<file path="config.mk">
export PLATFORM = sky130hd
export DESIGN_NAME = pipe_ctrl
export DESIGN_NICKNAME = d
export VERILOG_FILES = /design/src/rtl/pipe_ctrl.sv
export SDC_FILE = /design/constraint.sdc
export NUM_CORES = 1
export LEC_CHECK = 0
export ABC_CLOCK_PERIOD_IN_PS = 4000
export CAP_MARGIN = 20
export CORE_MARGIN = 2
export CORE_UTILIZATION = 40
export CTS_CLUSTER_DIAMETER = 120
export DETAILED_ROUTE_END_ITERATION = 8
export GPL_TIMING_DRIVEN = 0
export PLACE_DENSITY = 0.71
export SYNTH_ARGS = -nofsm -noshare
export SYNTH_HDL_FRONTEND = slang
export SYNTH_SLANG_ARGS = --single-unit
</file>
<file path="constraint.sdc">
create_clock -name clk -period 4 [get_ports clk]
set_input_delay 0.8 -clock clk [delete_from_list [all_inputs] [get_ports clk]]
set_output_delay 0.8 -clock clk [all_outputs]
set_load 0.02 [all_outputs]
</file>
<file path="src/rtl/pipe_ctrl.sv">
// Central pipeline controller: merges stage stall requests, issues exception flushes
// (deferred behind an in-flight memory access), and keeps stall counters and a hang watchdog.
module pipe_ctrl #(
  parameter logic [31:0] INT_VECTOR    = 32'h0000_0020,
  parameter logic [31:0] EXC_VECTOR    = 32'h0000_0040,
  parameter int          STALL_TIMEOUT = 1024,
  parameter int          CNT_W         = 32
) (
  input  logic             clk,
  input  logic             rst,
  input  logic             stallreq_id,
  input  logic             stallreq_ex,
  input  logic             stallreq_mem,
  input  logic [31:0]      excepttype_i,
  input  logic [31:0]      cp0_epc_i,
  input  logic             clr_cnt,
  output logic [5:0]       stall,
  output logic             flush,
  output logic [31:0]      new_pc,
  output logic [CNT_W-1:0] cnt_id,
  output logic [CNT_W-1:0] cnt_ex,
  output logic [CNT_W-1:0] cnt_mem,
  output logic [CNT_W-1:0] cnt_flush,
  output logic             hang_o
);

  // state      | meaning
  // IDLE       | normal operation, exceptions without a mem stall flush immediately
  // FLUSH_WAIT | exception latched, waiting for the memory access to finish

  typedef enum logic {
    IDLE,
    FLUSH_WAIT
  } state_t;

  localparam logic [5:0] STALL_NONE = 6'b000000;
  localparam logic [5:0] STALL_ID   = 6'b000111;
  localparam logic [5:0] STALL_EX   = 6'b001111;
  localparam logic [5:0] STALL_MEM  = 6'b011111;

  localparam int WD_W = $clog2(STALL_TIMEOUT + 1);
  localparam logic [WD_W-1:0]  WD_LIM  = WD_W'(STALL_TIMEOUT);
  localparam logic [WD_W-1:0]  WD_ONE  = WD_W'(1);
  localparam logic [CNT_W-1:0] CNT_ONE = CNT_W'(1);
  localparam logic [CNT_W-1:0] CNT_MAX = {CNT_W{1'b1}};

  state_t state, next_state;

  logic [31:0]     exc_q;
  logic [31:0]     epc_q;
  logic            latch_exc;
  logic [5:0]      req_stall;
  logic [WD_W-1:0] wd_cnt;
  logic [WD_W-1:0] wd_inc;

  function automatic logic [31:0] decode_pc(input logic [31:0] code, input logic [31:0] epc);
    logic [31:0] pc;
    case (code)
      32'h0000_0001: pc = INT_VECTOR;
      32'h0000_000e: pc = epc;
      default:       pc = EXC_VECTOR;
    endcase
    return pc;
  endfunction

  always_comb begin
    req_stall = STALL_NONE;
    if (stallreq_mem)     req_stall = STALL_MEM;
    else if (stallreq_ex) req_stall = STALL_EX;
    else if (stallreq_id) req_stall = STALL_ID;
  end

  always_ff @(posedge clk) begin
    if (rst) state <= IDLE;
    else     state <= next_state;
  end

  always_comb begin
    next_state = state;
    stall      = STALL_NONE;
    flush      = 1'b0;
    new_pc     = 32'h0;
    latch_exc  = 1'b0;
    case (state)
      IDLE: begin
        if (excepttype_i != 32'h0) begin
          if (!stallreq_mem) begin
            flush  = 1'b1;
            new_pc = decode_pc(excepttype_i, cp0_epc_i);
          end else begin
            stall      = STALL_MEM;
            latch_exc  = 1'b1;
            next_state = FLUSH_WAIT;
          end
        end else begin
          stall = req_stall;
        end
      end
      FLUSH_WAIT: begin
        // later exceptions are ignored here; the latched one wins
        if (!stallreq_mem) begin
          flush      = 1'b1;
          new_pc     = decode_pc(exc_q, epc_q);
          next_state = IDLE;
        end else begin
          stall = STALL_MEM;
        end
      end
      default: next_state = IDLE;
    endcase
  end

  always_ff @(posedge clk) begin
    if (rst) begin
      exc_q <= 32'h0;
      epc_q <= 32'h0;
    end else if (latch_exc) begin
      exc_q <= excepttype_i;
      epc_q <= cp0_epc_i;
    end
  end

  always_ff @(posedge clk) begin
    if (rst || clr_cnt) begin
      cnt_id    <= '0;
      cnt_ex    <= '0;
      cnt_mem   <= '0;
      cnt_flush <= '0;
    end else begin
      if (stall == STALL_ID  && cnt_id  != CNT_MAX) cnt_id  <= cnt_id  + CNT_ONE;
      if (stall == STALL_EX  && cnt_ex  != CNT_MAX) cnt_ex  <= cnt_ex  + CNT_ONE;
      if (stall == STALL_MEM && cnt_mem != CNT_MAX) cnt_mem <= cnt_mem + CNT_ONE;
      if (flush && cnt_flush != CNT_MAX) cnt_flush <= cnt_flush + CNT_ONE;
    end
  end

  assign wd_inc = wd_cnt + WD_ONE;

  // the run counter parks at the limit so it cannot wrap while the hang persists
  always_ff @(posedge clk) begin
    if (rst || clr_cnt) begin
      wd_cnt <= '0;
      hang_o <= 1'b0;
    end else if (stall == STALL_NONE) begin
      wd_cnt <= '0;
    end else begin
      if (wd_cnt != WD_LIM) wd_cnt <= wd_inc;
      if (wd_inc == WD_LIM) hang_o <= 1'b1;
    end
  end

endmodule

</file>
==> metrics.cfg <==
[worst_setup_path]
r2r_start=cnt_mem[19]$_SDFFE_PP0P_
reg2reg_slack_ns=1.08
reg2reg_depth=8
r2r_end=cnt_mem[9]$_SDFFE_PP0P_
required_ns=3.20
endpoint_kind=output pin
arrival_ns=3.06
worstPathMaxFanout=7
critical_path_class=input pin to output pin
setup.worst_path.start_class=input pin

[floorplan]
core_region_area_um2=25800
rows=59
die-width_um=165
ioPinCount=238
start_util_pct=40.3
die_h_um=165
dieArea_um2=27400

[routing]
wirelength_um=33400
avgViaCountPerCell=5.91
final_antenna_net_count=0
drtIter0Drc=1331
avgRoutedWirePerCell_um=17.5
vias=11249
firstDrtPassIters=5
drc=0

[global_routing]
grt_max_degree=29
grt_usage_pct=23.5
grt.overflow.total=0
grt_pass1_vias=10198
antenna_found_initial=1
grt_pass1_wl_um=52500

[clock_tree]
clock_latency_ns=0.51
clockBufferDepth=3
path_clk_slew_ns=0.05
cts_buffers=24
htree_levels=1
cts_tree=built
hold_buffers=0
clock-sinks=205
clockRootBuffer=clkbuf_16

[power]
ir_worst_vdd_v=0.000246
p_leak_nw=4.42
p_per_area_nw_per_um2=332

[synth]
synth_edf_count=0
synth_compound_area_share_pct=20.2
synth_area_leaders=dfxtp_1 39%, a21oi_1 8.0%, nand2_1 7.2%
yosys_warnings=0
synthXorXnorAreaFrac_pct=1.18
synth_top_cell_by_area=dfxtp_1
synth_seq_cells=205
synthCells=1289
ys_types=57
synthAdderAreaFrac_pct=0.841
synth-async-reset-ratio_pct=0
synth.top_cell.area_share_pct=39.4
syn_nets=1366
synth_area_um2=10400
synth_mux_area_share_pct=1.65
synth_top_family_by_area=simple AND/OR/NAND/NOR gates
synth-simple-area-share_pct=31.7
synth_flop_cell=dfxtp_1
ys_seq_area_share_pct=39.4
syn_area_per_cell_um2=8.08

[final_layout]
area_growth_pct=33.8
final_layout_size_suffix_gt1_share_pct=8.04
post-route-util_pct=54.0
final_cell_mix=205 x dfxtp_1, 204 x clkdlybuf4s50_1, 199 x nand2_1
final_common_cell=dfxtp_1
nNetsFinal=1627

[hold_path]
hold_path_end=exc_q[27]$_SDFFE_PP0P_
hold_class=register to register
min_from=exc_q[27]$_SDFFE_PP0P_
hold_depth=2

[sta]
timing.fmax_mhz=259
layout_min_cycle_time_ns=3.86
slew_viol_final=0
max_slew_margin_pct=40.4
grt_setup_unrepaired=false
fin_ws_ns=0.135
hold_violations=0
hold_ws_ns=0.454
setup_tns_ns=0
worst_pin_slew_ns=0.886
fin_worst_skew_ns=0.00877
finalSetupViolCount=0
finalCritPeriodShare_pct=96.6

[job]
cap_viol_max_count=0

[place]
portBuffers=236
detailed_place_hpwl_um=24200
place_ws_ns=-0.831
place_congestion=0.883

[run_status]
status=complete, no violations

[how the worst max path moves through the flow]
stage	depth (start not counted)	from	slack (ns)	endpoint
3_3_place_gp	9	excepttype_i[31]	-0.80	new_pc[4]
4_1_cts	9	excepttype_i[4]	0.02	new_pc[4]
6_report	7	excepttype_i[14]	0.14	stall[2]
3_5_place_dp	9	excepttype_i[31]	-0.83	new_pc[4]
5_1_grt	7	excepttype_i[15]	0.01	stall[2]
2_1_floorplan	7	excepttype_i[18]	0.88	new_pc[0]
[registers in the layout, indices dropped and copies added (netlist names)]
name	count
cnt_ex	32
cnt_flush	32
cnt_mem	32
cnt_id	32
hang_o	1
wd_cnt	11
epc_q	32
state	1
exc_q	32
[critical path: stages]
cell	delay [ns]
clkdlybuf4s50_1	0.47
nor4_4	0.36
and4b_1	0.22
buf_2	0.18
a41o_1	0.30
buf_4	0.14
clkdlybuf4s50_1	0.59
[cells by family (layout without fill, tap and decap cells)]
kind of cell    Yosys count  count (layout)
compound gates          333             333
xor+xnor                 14              14
fa+ha+maj                 7               7
buf+inv                 121             399
flops                   205             205
mux                      17              17
other cells               1               2
simple gates            591             591
[per-stage QoR]
step / total power [mW] / instance area (µm²) / cells
final: 4.63 / 13900 / 1903
after global placement: 2.42 / 13200 / 1860
after CTS: 4.66 / 14000 / 1902
after detailed placement: 2.43 / 13200 / 1861
after floorplan: 2.28 / 10400 / 1289
after global routing: 4.80 / 13900 / 1902
[routing by layer]
| layer | GRT usage, % | wire length [µm] |
|---|---|---|
| met4 | 5.68 | 519 |
| met2 | 37.7 | 15300 |
| met1 | 32.5 | 14900 |
| met3 | 4.60 | 2750 |
| met5 | 0 | 0 |
[where the power goes]
| part | internal, mW | total, mW | switching [mW] | leakage [nW] |
|---|---|---|---|---|
| clock | 1.36 | 2.24 | 0.882 | 0.403 |
| combinational | 0.123 | 0.285 | 0.162 | 2.35 |
| sequential | 2.08 | 2.10 | 0.0224 | 1.66 |
[synth_stat cells, types with 15 or more instances]
cell,instances
nand2_1,199
nor3_1,18
a22o_1,30
buf_2,17
inv_1,17
or4_1,89
a21oi_1,166
nor2_1,35
and3_1,18
and4_1,23
dfxtp_1,205
o31ai_1,89
nand3_1,56
and2_1,15
nand4_1,51
nor4_1,26
or3_1,30
mux2i_1,16
clkbuf_1,76
[cell type report]
type,count,area [µm²]
Multi-Input combinational cell,963,5850
Buffer,101,467
Sequential cell,205,4100
Timing Repair Buffer,238,2230
Antenna cell,1,2.50
Clock inverter,10,103
Fill cell,2416,11900
Inverter,17,63.8
Clock buffer,33,706
Tap cell,335,419
[repair_timing]
action | in CTS | in global routing
pin swaps | 1 | 1
endpoints found under the setup margin | 36 | 34
resized for setup | 53 | 60
setup buffers | 1 | 0
(Power assumes the default switching activity.)
